**src/rtl/sw_debounce_capture_pkg.sv**
```systemverilog
// rtl/sw_debounce_capture_pkg.sv - board defaults for the switch debounce/capture path
package sw_debounce_capture_pkg;

  localparam int DEFAULT_WIDTH         = 12;
  localparam int DEFAULT_STABLE_CYCLES = 16;

endpackage

```
**src/rtl/sw_debounce_capture_bit_sync2.sv**
```systemverilog
// rtl/sw_debounce_capture_bit_sync2.sv - two-flop synchroniser, vectorised, async reset to 0
module bit_sync2 #(
  parameter int WIDTH = 1
) (
  input  logic             clk,
  input  logic             rst_n,
  input  logic [WIDTH-1:0] d,
  output logic [WIDTH-1:0] q
);

  logic [WIDTH-1:0] s1;

  always_ff @(posedge clk or negedge rst_n) begin
    if (!rst_n) begin
      s1 <= '0;
      q  <= '0;
    end else begin
      s1 <= d;
      q  <= s1;
    end
  end

endmodule

```
**src/rtl/sw_debounce_capture.sv**
```systemverilog
// rtl/sw_debounce_capture.sv - synchronise and debounce the SW bus as one word,
// deliver each new stable word as a valid/ready transaction
module sw_debounce_capture
  import sw_debounce_capture_pkg::*;
#(
  parameter int WIDTH         = DEFAULT_WIDTH,
  parameter int STABLE_CYCLES = DEFAULT_STABLE_CYCLES
) (
  input  logic             CLK,
  input  logic             RST_N,
  input  logic [WIDTH-1:0] SW,
  output logic [WIDTH-1:0] SW_DATA,
  output logic [WIDTH-1:0] SW_CHANGED,
  output logic             SW_OVERRUN,
  output logic             SW_VALID,
  input  logic             SW_READY
);

  localparam int CNT_W = $clog2(STABLE_CYCLES);
  localparam logic [CNT_W-1:0] CNT_LAST = CNT_W'(STABLE_CYCLES - 1);

  logic [WIDTH-1:0] s2;
  logic [WIDTH-1:0] cand;
  logic [WIDTH-1:0] stable;
  logic [CNT_W-1:0] cnt;
  logic             sat;
  logic             commit;
  logic [WIDTH-1:0] diff;

  bit_sync2 #(.WIDTH(WIDTH)) u_sync (
    .clk   (CLK),
    .rst_n (RST_N),
    .d     (SW),
    .q     (s2)
  );

  // Commit once the candidate has held for the full window and differs from
  // the last committed word; the saturated counter keeps it from repeating.
  assign sat    = (cnt == CNT_LAST);
  assign commit = (s2 == cand) && sat && (cand != stable);
  assign diff   = cand ^ stable;

  always_ff @(posedge CLK or negedge RST_N) begin
    if (!RST_N) begin
      cand       <= '0;
      stable     <= '0;
      cnt        <= '0;
      SW_DATA    <= '0;
      SW_CHANGED <= '0;
      SW_OVERRUN <= 1'b0;
      SW_VALID   <= 1'b0;
    end else begin
      if (s2 != cand) begin
        cand <= s2;
        cnt  <= '0;
      end else if (!sat) begin
        cnt <= cnt + CNT_W'(1);
      end

      if (commit) begin
        stable <= cand;
      end

      // A commit overwrites an unaccepted word and accumulates its change mask.
      if (commit && (!SW_VALID || SW_READY)) begin
        SW_DATA    <= cand;
        SW_CHANGED <= diff;
        SW_OVERRUN <= 1'b0;
        SW_VALID   <= 1'b1;
      end else if (commit) begin
        SW_DATA    <= cand;
        SW_CHANGED <= SW_CHANGED | diff;
        SW_OVERRUN <= 1'b1;
      end else if (SW_VALID && SW_READY) begin
        SW_VALID   <= 1'b0;
        SW_CHANGED <= '0;
        SW_OVERRUN <= 1'b0;
      end
    end
  end

endmodule

```
**config.mk**
```make
export PLATFORM = sky130hd
export DESIGN_NAME = sw_debounce_capture
export DESIGN_NICKNAME = d
export VERILOG_FILES = /design/src/rtl/sw_debounce_capture_pkg.sv /design/src/rtl/sw_debounce_capture_bit_sync2.sv /design/src/rtl/sw_debounce_capture.sv
export SDC_FILE = /design/constraint.sdc
export NUM_CORES = 1
export LEC_CHECK = 0
export ABC_AREA = 1
export CORE_ASPECT_RATIO = 1.75
export CORE_MARGIN = 1
export CORE_UTILIZATION = 57
export CTS_BUF_LIST = sky130_fd_sc_hd__clkbuf_4 sky130_fd_sc_hd__clkbuf_8 sky130_fd_sc_hd__clkbuf_16
export CTS_CLUSTER_DIAMETER = 40
export DETAILED_ROUTE_END_ITERATION = 8
export GPL_ROUTABILITY_DRIVEN = 1
export PLACE_DENSITY = 0.83
export SYNTH_ARGS = -nofsm -noshare
export SYNTH_HDL_FRONTEND = slang
export SYNTH_SLANG_ARGS = --single-unit
```
**constraint.sdc**
```tcl
create_clock -name CLK -period 4.21 [get_ports CLK]
set_input_delay 0.842 -clock CLK [delete_from_list [all_inputs] [get_ports CLK]]
set_output_delay 0.842 -clock CLK [all_outputs]
set_load 0.02 [all_outputs]
```
# Word level (Yosys, flattened, before mapping)
# Index checks and enable logic that the tools add are counted.
[totals] output_inout_bits=26 inputBits=15 wordCells=40 regBits=78
[classes] addsub=1 muxes=12 n_eq_ne=6 bitwise_logic=2 reduce_logical=10
[ops] operator="two-way mux 12 bit" count=5
[ops] operator="!= test 12 bit" count=2
[ops] operator="equality test 12 bit" count=1
[ops] operator="bitwise OR 12 bit" count=1
[ops] operator="bitwise XOR 12 bit" count=1
[ops] operator="two-way mux 4 bit" count=2
[ops] operator="two-way mux 1 bit" count=5
[ops] operator="adder 4 x 1 -> 4 bit, second input constant" count=1
[ops] operator="equality test 4 bit, second input constant" count=1
[ops] operator="logical AND 1 bit" count=4
[ops] operator="!= test 2 x 1 -> 1 bit, second input constant" count=2
[ops] operator="nonzero test 2 bit" count=2
[ops] operator="nonzero test 3 bit" count=1
[ops] operator="AND reduction 2 bit" count=1
[ops] operator="zero test 1 bit" count=1
[ops] operator="logical OR 1 bit" count=1

# Depth between registers and ports, before layout
# Gate-level depths: netlist of the first run.
[depth] ltp_word=6 depth_mapped=12 mapped_depth_nobuf=10

# By module
# Synthesis of the first run repeated with hierarchy kept, for this count alone.
[hier_totals] hier_cells=269 hier_area_um2=2726.4
[by_module_without_submodules] mod="sw_debounce_capture" seq_area_each_um2=1051.0 cells_per_inst=245 instances=1 area_each_um2=2125.8
[by_module_without_submodules] mod="bit_sync2" seq_area_each_um2=600.6 cells_per_inst=24 instances=1 area_each_um2=600.6

# Worst setup path before layout of the first run
# Ideal clock, no wire load.
[synth_timing] path_type="input to register" startpoint="input SW_READY" endpoint="register SW_CHANGED[5]" setup_ns=0.066 arrival_ns=1.586 setup_slack_ns=2.558 stages=6 required_time_ns=4.144 path_buffers=1 cell_sequence="nor2_1 -> clkbuf_1 -> nand2_1 -> nand2_1 -> nand4_1 -> nand2_1"
[synth_via] elab_chain_cells=3 elab_cells_between_ends=5 cone_classes="mux (1); reduce/logical (4)"
[synth_lines] element="start: declaration" line="sw_debounce_capture.sv:16" source="input logic SW_READY"
[synth_lines] element="logical OR 1 bit" line="sw_debounce_capture.sv:65" source="if (commit && (!SW_VALID || SW_READY)) begin"
[synth_lines] element="logical AND 1 bit" line="sw_debounce_capture.sv:65"
[synth_lines] element="nonzero test 3 bit (no line) or two-way mux 12 bit (tied branches)"
[synth_lines] element="end signal: assignment" line="sw_debounce_capture.sv:67" source="SW_CHANGED <= diff;"
[synth_lines] element="end signal: assignment" line="sw_debounce_capture.sv:72" source="SW_CHANGED <= SW_CHANGED | diff;"
[synth_lines] element="end: declaration" line="sw_debounce_capture.sv:13" source="output logic [WIDTH-1:0] SW_CHANGED,"
# Parallel ways exist; a longest one is shown, timed or not.
# A chain may end at the register's enable or synchronous reset.

# Final worst setup path of the first run
[layout_timing] startpoint="register cand[7]" endpoint="register stable[0]"
[layout_via] elab_chain_cells=3 elab_cells_between_ends=4 cone_classes="eq/ne (2); reduce/logical (2)"
[layout_lines] element="start: declaration" line="sw_debounce_capture.sv:23" source="logic [WIDTH-1:0] cand;"
[layout_lines] element="start signal: assignment" line="sw_debounce_capture.sv:45" source="cand <= '0;"
[layout_lines] element="start signal: assignment" line="sw_debounce_capture.sv:54" source="cand <= s2;"
[layout_lines] element="equality test 12 bit" line="sw_debounce_capture.sv:40" source="assign commit = (s2 == cand) && sat && (cand != stable);"
[layout_lines] element="logical AND 1 bit" line="sw_debounce_capture.sv:40"
[layout_lines] element="logical AND 1 bit (*)" line="sw_debounce_capture.sv:40"
[layout_lines] element="end signal: assignment" line="sw_debounce_capture.sv:61" source="stable <= cand;"
[layout_lines] element="end: declaration" line="sw_debounce_capture.sv:24" source="logic [WIDTH-1:0] stable;"
# Every way passes the cells marked *; elsewhere a longest branch is shown, timed or not.

==> run summary, run 1 <==
outcome - completed
final period utilization - 59.6%
# DRC - 0
Port-buffer cells - 40
Setup-failing EPs final - 0
CTS buffer count - 9
pre-CTS setup slack - 1720 ps
max_cap viols - 0
Clock Skews - 9.21 ps
vias in the first global route - 1757
Hold Path Origin - u_sync.s1[3]$_DFF_PN0_
WS Path Type - register to register
Max H-tree Level - 3
DP Wirelength - 3.30 mm
# rows - 33
Worst R2R Start - cand[7]$_DFFE_PN0N_
Routed WL - 4.69 mm
drt wl/cell - 12.4 um
drt pass-1 iters - 4
flop-to-flop setup slack - 1700 ps
Synth Net Count - 307
GRT overflow - 0
worst r2r path cells - 6
post-synthesis sequential area ratio - 59.7%
setup TNS - 0 ps
Fmax - 398 MHz
first-pass GRT wire length - 7.69 mm
Core Footprint - 0.00467 mm2
commonest non-fill, non-tap cell in the layout - nand2_1
fraction of layout cells with a size suffix above 1 - 12.5%
Slew Limit Fails - 0
Worst-Skew Late Latency - 340 ps
Hold Path End - u_sync.q[3]$_DFF_PN0_
count of cells resized by post-cts repair - 0
FF+latch count, synth - 66
gp weighted congestion - 0.864
Mapped Area - 0.00277 mm2
WP data arrival - 2740 ps
Yosys Warn Count - 0
LEAKAGE - 1.61 nW
CP endpoint kind - register
Final Hold Vio Count - 0
Boundary Pins - 41
Slew HR - 40.1%
antenna diode count - 0
fill count - 341
worst slew pin tran - 897 ps
Reg clk slew, reported paths - 70 ps
CP max FO - 38
DRC violation total after the first TritonRoute iteration - 35
Mapped Avg Cell Area - 9.51 um2
Startpoint Class - register
Initial Util - 59.3%
Post-DRT Antenna Nets - 0
CTS root buf - clkbuf_8
commonest cells after routing, fill and taps aside - 103 x nand2_1, 66 x dfrtp_1, 39 x clkdlybuf4s50_1
deepest clock path buffer count - 2
CTS sink cnt - 66
CTS Hold Buffers Added - 0
TritonCTS clock tree - built
HP Class - register to register
DR vias/cell - 5.16
unrepaired setup endpoints after global routing - no
die area - 0.00515 mm2
P per Cell Area - 406 mW/mm2
Pwr Total - 1.37 mW
Peak VDD IR - 0.344 mV
CP required - 4440 ps
Final WS setup - 1700 ps
r2r endpoint - stable[0]$_DFFE_PN0P_
Area Overhead vs Synth - 22.2%
Netlist cell types - 23
total global-route track usage - 21.8%
fin crit period - 2510 ps
Syn Inst Count - 291
Final nets - 338
largest net degree at the start of global routing - 39
DR vias - 1954
initial antenna violation count - 0
hold path depth - 0
Die Width - 54.7 um
Post-CTS Setup Bufs - 0
die height - 94.2 um
## Yosys cell counts
cell,n,area (um2)
o21ai_2,6,52.6
nand3_1,7,35.0
nor2_4,1,11.3
o2111ai_1,1,8.76
xor2_1,4,35.0
o21ai_1,7,35.0
inv_2,4,15.0
nor2_1,8,30.0
nand4_1,13,81.3
nor3_1,2,10.0
buf_2,3,15.0
a211oi_1,1,7.51
nand2_2,1,6.26
xnor2_1,8,70.1
a21boi_0,1,7.51
o21ai_0,1,5.00
dfrtp_1,66,1650
nand2_1,103,387
clkbuf_1,15,56.3
nand3_2,11,110
inv_1,24,90.1
buf_6,3,33.8
ha_1,1,12.5
## worst max-delay path: stages (launching register included)
cell	delay, ps
dfrtp_1	410
xor2_1	170
nor2_1	140
nand2_1	160
nor2_4	320
nand3_2	760
o21ai_1	430
## through the flow
step / util [%] / hold slack, ps / instance area, um2 / cells
finish: 72.4 / 348 / 3380 / 379
global route: 72.4 / 357 / 3380 / 379
CTS: 72.4 / 351 / 3380 / 379
detailed placement: 67.1 / 335 / 3130 / 363
global placement: 67.1 / 332 / 3130 / 363
floorplan: - / 331 / 2770 / 291
## layout make-up
type | count | area (um2) | share of cell area, %
inverter | 28 | 105 | 3.11
multi-input combinational | 176 | 905 | 26.8
tap | 52 | 65.1 | 1.93
clock inverter | 6 | 113 | 3.33
clock buffer | 10 | 138 | 4.07
timing repair buffer | 41 | 403 | 11.9
sequential | 66 | 1650 | 48.9
## state kept, by name, indices dropped and copies added, names as in the netlist
signal / flops
u_sync.q: 12
SW_OVERRUN: 1
stable: 11
cand: 12
u_sync.s1: 12
SW_VALID: 1
SW_DATA: 1
cnt: 4
SW_CHANGED: 12
## cell families after synthesis
kind of cell,synth area share [%]
compound gates,4.21
xor+xnor,3.80
fa+ha+maj,0.452
buf+inv,7.60
flops,59.7
simple gates,24.2
## where the power goes
| part | leakage [nW] | internal [mW] | switching [mW] |
|---|---|---|---|
| clock | 0.127 | 0.411 | 0.245 |
| combinational | 0.648 | 0.0231 | 0.0318 |
| sequential | 0.839 | 0.651 | 0.0111 |
| total | 1.61 | 1.09 | 0.287 |
## metal layers
| metal | track usage (%) | share of wire [%] |
|---|---|---|
| met2 | 34.1 | 53 |
| met4 | 11.5 | 2.4 |
| met1 | 25.5 | 41 |
| met5 | 0 | 0 |
| met3 | 6.80 | 2.9 |
## worst max path at each step
stage	start	to	depth (start not counted)
after floorplan	SW_READY	SW_CHANGED[5]$_DFFE_PN0P_	6
after global placement	SW_READY	SW_CHANGED[1]$_DFFE_PN0P_	6
after detailed placement	cand[0]$_DFFE_PN0N_	stable[0]$_DFFE_PN0P_	9
after CTS	cand[0]$_DFFE_PN0N_	stable[0]$_DFFE_PN0P_	9
after global routing	cand[0]$_DFFE_PN0N_	stable[5]$_DFFE_PN0P_	10
final	cand[7]$_DFFE_PN0N_	stable[0]$_DFFE_PN0P_	6
No activity file was read; power rests on OpenSTA's default activity.
==> run 2: changes to the inputs <==
CORE_UTILIZATION = 53   (was 57)
PLACE_DENSITY = 0.78   (was 0.83)
clock period = 2.5 ns   (was 4.21 ns; I/O delays follow)
==> run summary, run 2 (synthesis results as in run 1) <==
outcome - completed
DP Wirelength - 3.50 mm (+6.2%)
commonest cells after routing, fill and taps aside - 103 x nand2_1, 66 x dfrtp_1, 39 x clkdlybuf4s50_1
Crit-path slowest cell - clkdlybuf4s50_1
Placement Cell Area - 0.00321 mm2 (+2.6%)
antenna diode count - 0 (unchanged)
WS Path Type - register to output pin
worst r2r path cells - 11 (+5)
met2 track demand over resource - 33.7% (-0.47 points)
Sw Share - 22.6% (+1.6 points)
Core Footprint - 0.00498 mm2 (+6.7%)
fin util - 68.6% (-3.9 points)
CTS root buf - clkbuf_8
P_sw - 0.474 mW (+65%)
drt wl/cell - 12.3 um (-0.40%)
Port-buffer cells - 40 (unchanged)
critical path's largest stage delay - 640 ps (-120 ps)
total global-route track usage - 19.9% (-1.9 points)
CTS sink cnt - 66 (unchanged)
Slew HR - 59.5% (+19 points)
flop-to-flop setup slack - 620 ps (-1080 ps)
max_cap viols - 0 (unchanged)
placed cell count - 372 (+2.5%)
fin crit period - 1880 ps
global routing's busiest layer - met2
DR vias/cell - 5.02 (-2.7%)
Fmax - 531 MHz
crit path cell chain - clkdlybuf4s50_1
CP bufs+invs - 1 (+1)
# DRC - 0 (unchanged)
GRT met1 Usage - 21.4% (-4.2 points)
CTS buffer count - 9 (unchanged)
Final Hold Vio Count - 0 (unchanged)
CP required - 2000 ps (-2440 ps)
initial antenna violation count - 0 (unchanged)
DR vias - 1947 (-0.36%)
TritonCTS clock tree - built
final period utilization - 75.4%
largest net degree at the start of global routing - 41 (+5.1%)
Slew Limit Fails - 0 (unchanged)
met3 Resource Use GR - 6.66% (-0.14 points)
Worst R2R Start - cand[8]$_DFFE_PN0N_
Final nets - 345 (+2.1%)
Startpoint Class - register
unrepaired setup endpoints after global routing - no
Clock power frac - 42.4% (-5.4 points)
Final Cell Area - 0.00341 mm2 (+0.96%)
Crit path max-delay family - buffers and inverters
WP data arrival - 1380 ps (-1360 ps)
gp weighted congestion - 0.821 (-4.9%)
vias in the first global route - 1941 (+10%)
sequential share of power - 53.1% (+4.9 points)
Max H-tree Level - 3 (unchanged)
Peak VDD IR - 0.645 mV (+87%)
Post-CTS Setup Bufs - 0 (unchanged)
commonest non-fill, non-tap cell in the layout - nand2_1
fraction of layout cells with a size suffix above 1 - 14.4% (+1.8 points)
P per Cell Area - 616 mW/mm2 (+51%)
count of cells resized by post-cts repair - 0 (unchanged)
GRT overflow - 0 (unchanged)
die area - 0.00552 mm2 (+7.3%)
Routed WL - 4.78 mm (+2.0%)
Logic pwr share - 4.5% (+0.5 points)
Worst-Skew Late Latency - 350 ps (about the same)
Initial Util - 55.6% (-3.7 points)
worst slew pin tran - 606 ps (-291 ps)
drt pass-1 iters - 5 (+1)
# rows - 34 (+3.0%)
die height - 97.6 um (+3.6%)
Area Overhead vs Synth - 23.3%
Setup-failing EPs final - 0 (unchanged)
Reg clk slew, reported paths - 70 ps (about the same)
LEAKAGE - 1.63 nW (+1.2%)
Post-DRT Antenna Nets - 0 (unchanged)
CP endpoint kind - output pin
setup TNS - 0 ps (unchanged)
Die Width - 56.6 um (+3.6%)
Final Instance Count excl. Fillers - 388 (+2.4%)
HP Class - input port to async pin
Power Internal - 1.63 mW (+50%)
DRC violation total after the first TritonRoute iteration - 60 (+71%)
Boundary Pins - 41 (unchanged)
deepest clock path buffer count - 2 (unchanged)
Clock Skews - 5.54 ps (-3.67 ps)
CTS Hold Buffers Added - 0 (unchanged)
r2r endpoint - SW_CHANGED[0]$_DFFE_PN0P_
CP max FO - 4 (-89%)
first-pass GRT wire length - 8.28 mm (+7.7%)
run 2: changes by cell type in the layout (fill, tap and decap cells not counted), sizes merged:
cell      change
clkinvlp      +1
buf           +7
clkinv        +1
bufinv        -2
run 2: cell type report:
cell class / count / area (um2)
repair buffers: 48 / 480
flip-flops and latches: 66 / 1650
clock buffers: 10 / 138
multi-input cells: 176 / 905
fillers: 387 / 1570
clock inverters: 6 / 65.1
well taps: 54 / 67.6
inverters: 28 / 105
run 2: how the worst max path moves through the flow:
stage	from	endpoint	cells after the start
final	stable[3]$_DFFE_PN0P_	SW_DATA[3]	1
after global routing	cand[4]$_DFFE_PN0N_	SW_CHANGED[11]$_DFFE_PN0P_	11
after floorplan	stable[9]$_DFFE_PN0P_	SW_VALID$_DFFE_PN0P_	8
after CTS	stable[4]$_DFFE_PN0P_	SW_DATA[4]	1
after detailed placement	cand[8]$_DFFE_PN0N_	SW_CHANGED[2]$_DFFE_PN0P_	11
after global placement	cand[8]$_DFFE_PN0N_	SW_CHANGED[10]$_DFFE_PN0P_	11
run 2: power groups by stage:
stage                     sequential [mW]  combinational, mW  clock [mW]
final                                1.12             0.0941       0.890
after global routing                 1.12              0.109       0.950
after CTS                            1.12             0.0972       0.916
after detailed placement             1.14             0.0965           0
after global placement               1.13             0.0948           0
after floorplan                      1.13             0.0476           0
run 2: through the flow:
stage	hold WS [ps]	power [mW]	setup WS [ps]
after floorplan	204	1.18	990
after global placement	332	1.23	696
after detailed placement	336	1.23	626
after CTS	177	2.13	593
after global routing	199	2.18	421
final	160	2.10	616
run 2: metal layers:
| metal | routed length [um] | share of wire [%] | vias to the layer above |
|---|---|---|---|
| met3 | 213 | 4.5 | 9 |
| met1 | 1880 | 39 | 913 |
| met4 | 105 | 2.2 | 0 |
| li1 | - | - | 980 |
| met5 | 0 | 0 | - |
| met2 | 2590 | 54 | 45 |
==> run 3: changes to the inputs <==
CORE_UTILIZATION = 48   (was 53)
PLACE_DENSITY = 0.75   (was 0.78)
clock period = 1.6 ns   (was 2.5 ns; I/O delays follow)
==> run summary, run 3 (synthesis results as in run 1) <==
outcome - completed
Core Footprint - 0.00554 mm2 (+11%)
Crit path max-delay family - simple AND/OR/NAND/NOR gates
antenna diode count - 0 (unchanged)
Peak VDD IR - 0.678 mV (+5.1%)
Startpoint Class - register
Worst-Skew Late Latency - 340 ps (about the same)
WS Path Type - register to register
HP Class - register to register
r2r endpoint - SW_DATA[11]$_DFFE_PN0P_
Final Hold Vio Count - 0 (unchanged)
final period utilization - 99.0%
crit path capture - SW_DATA[11]$_DFFE_PN0P_
Post-DRT Antenna Nets - 0 (unchanged)
Port-buffer cells - 40 (unchanged)
CP endpoint kind - register
Pwr Total - 3.47 mW (+65%)
unrepaired setup endpoints after global routing - yes
CP max FO - 14 (+10)
fin crit period - 1580 ps
die height - 102 um (+5.0%)
WP depth - 9 (+8)
DP Wirelength - 3.60 mm (+2.8%)
Setup-failing EPs final - 0 (unchanged)
commonest non-fill, non-tap cell in the layout - nand2_1
CP dominant cell by count - nand2_1
commonest cells after routing, fill and taps aside - 98 x nand2_1, 66 x dfrtp_1, 26 x dlygate4sd2_1
die area - 0.00608 mm2 (+10%)
Initial Util - 49.9% (-5.6 points)
CTS root buf - clkbuf_8
Final nets - 354 (+2.6%)
crit path cell chain - buf_4 > xnor2_1 > nand2_1 > nor2_1 > nand3_2 > nand3_4 > buf_12 > nand2_1 > o21ai_1
DR vias - 2034 (+4.5%)
critical path's largest stage delay - 400 ps (-240 ps)
P per Cell Area - 968 mW/mm2 (+57%)
worst r2r path cells - 9 (-2)
CTS sink cnt - 66 (unchanged)
# DRC - 0 (unchanged)
Max H-tree Level - 3 (unchanged)
fraction of layout cells with a size suffix above 1 - 19.9% (+5.5 points)
Slew HR - 67.4% (+7.9 points)
Crit-path slowest cell - dfrtp_1
WP data arrival - 1840 ps (+460 ps)
drt pass-1 iters - 4 (-1)
CP required - 1850 ps (-150 ps)
Clock Skews - 7.49 ps (+1.95 ps)
CTS buffer count - 9 (unchanged)
deepest clock path buffer count - 2 (unchanged)
setup TNS - 0 ps (unchanged)
# rows - 36 (+5.9%)
Worst R2R Start - cand[0]$_DFFE_PN0N_
largest net degree at the start of global routing - 25 (-39%)
total global-route track usage - 19.2% (-0.72 points)
Area Overhead vs Synth - 29.7%
Fmax - 632 MHz
Slew Limit Fails - 0 (unchanged)
TritonCTS clock tree - built
DRC violation total after the first TritonRoute iteration - 102 (+70%)
CP bufs+invs - 2 (+1)
CP Launch Point - cand[0]$_DFFE_PN0N_
Reg clk slew, reported paths - 60 ps (about the same)
Boundary Pins - 41 (unchanged)
GRT overflow - 0 (unchanged)
flop-to-flop setup slack - 20 ps (-600 ps)
Routed WL - 5.12 mm (+7.0%)
max_cap viols - 0 (unchanged)
vias in the first global route - 1910 (-1.6%)
LEAKAGE - 1.84 nW (+13%)
initial antenna violation count - 0 (unchanged)
first-pass GRT wire length - 8.36 mm (+0.99%)
worst slew pin tran - 490 ps (-116 ps)
DR vias/cell - 4.87 (-3.0%)
drt wl/cell - 12.2 um (-0.63%)
gp weighted congestion - 0.788 (-4.0%)
Die Width - 59.4 um (+4.9%)
## run 3: through the flow
step                      instances  hold WS, ps  cell area [um2]  utilization [%]  setup slack, ps
after floorplan                 291         24.4             2770                -             90.0
after global placement          397          313             3280             59.3             80.1
after detailed placement        397          315             3280             59.3             22.0
after CTS                       413          349             3490             63.0             8.97
after global routing            418          354             3590             64.8             -131
final                           418          348             3590             64.8             16.6
## run 3: worst min-delay path by stage
stage	slack, ps	endpoint	cells after the start	from
after CTS	350	u_sync.q[9]$_DFF_PN0_	0	u_sync.s1[9]$_DFF_PN0_
after global routing	350	u_sync.q[6]$_DFF_PN0_	0	u_sync.s1[6]$_DFF_PN0_
final	350	u_sync.q[10]$_DFF_PN0_	0	u_sync.s1[10]$_DFF_PN0_
after global placement	310	u_sync.q[1]$_DFF_PN0_	1	RST_N
after detailed placement	310	u_sync.q[1]$_DFF_PN0_	1	RST_N
after floorplan	20	SW_CHANGED[0]$_DFFE_PN0P_	0	RST_N
## run 3: area by class of cell
cell class | instances | area [um2]
multi-input cells | 176 | 950
clock buffers | 13 | 166
flip-flops and latches | 66 | 1650
clock inverters | 2 | 60.1
inverters | 28 | 105
repair buffers | 57 | 561
fillers | 453 | 1950
well taps | 76 | 95.1
## run 3: where the power goes
| group | total, mW | internal (mW) | switching, mW | leakage, nW |
|---|---|---|---|---|
| clock | 1.56 | 0.989 | 0.570 | 0.117 |
| combinational | 0.167 | 0.0796 | 0.0875 | 0.885 |
| sequential | 1.75 | 1.72 | 0.0308 | 0.839 |
## run 3: per-layer routing
metal / share of wire (%) / routed length, um / up-vias / track usage (%)
li1: - / - / 1002 / -
met1: 40 / 2070 / 965 / 22.1
met2: 53 / 2720 / 55 / 29.7
met3: 3.7 / 191 / 12 / 7.22
met4: 2.7 / 140 / 0 / 11.9
met5: 0 / 0 / - / 0
## run 3: what timing repair did
action / 4_1_cts / 5_1_grt
pin swaps: 0 / 4
resized for setup: 26 / 14
setup endpoints to repair: 26 / 26
hold buffers: 1 / 0
gates cloned: 0 / 1
hold endpoints to repair: 17 / 0
buffers inserted: 0 / 4
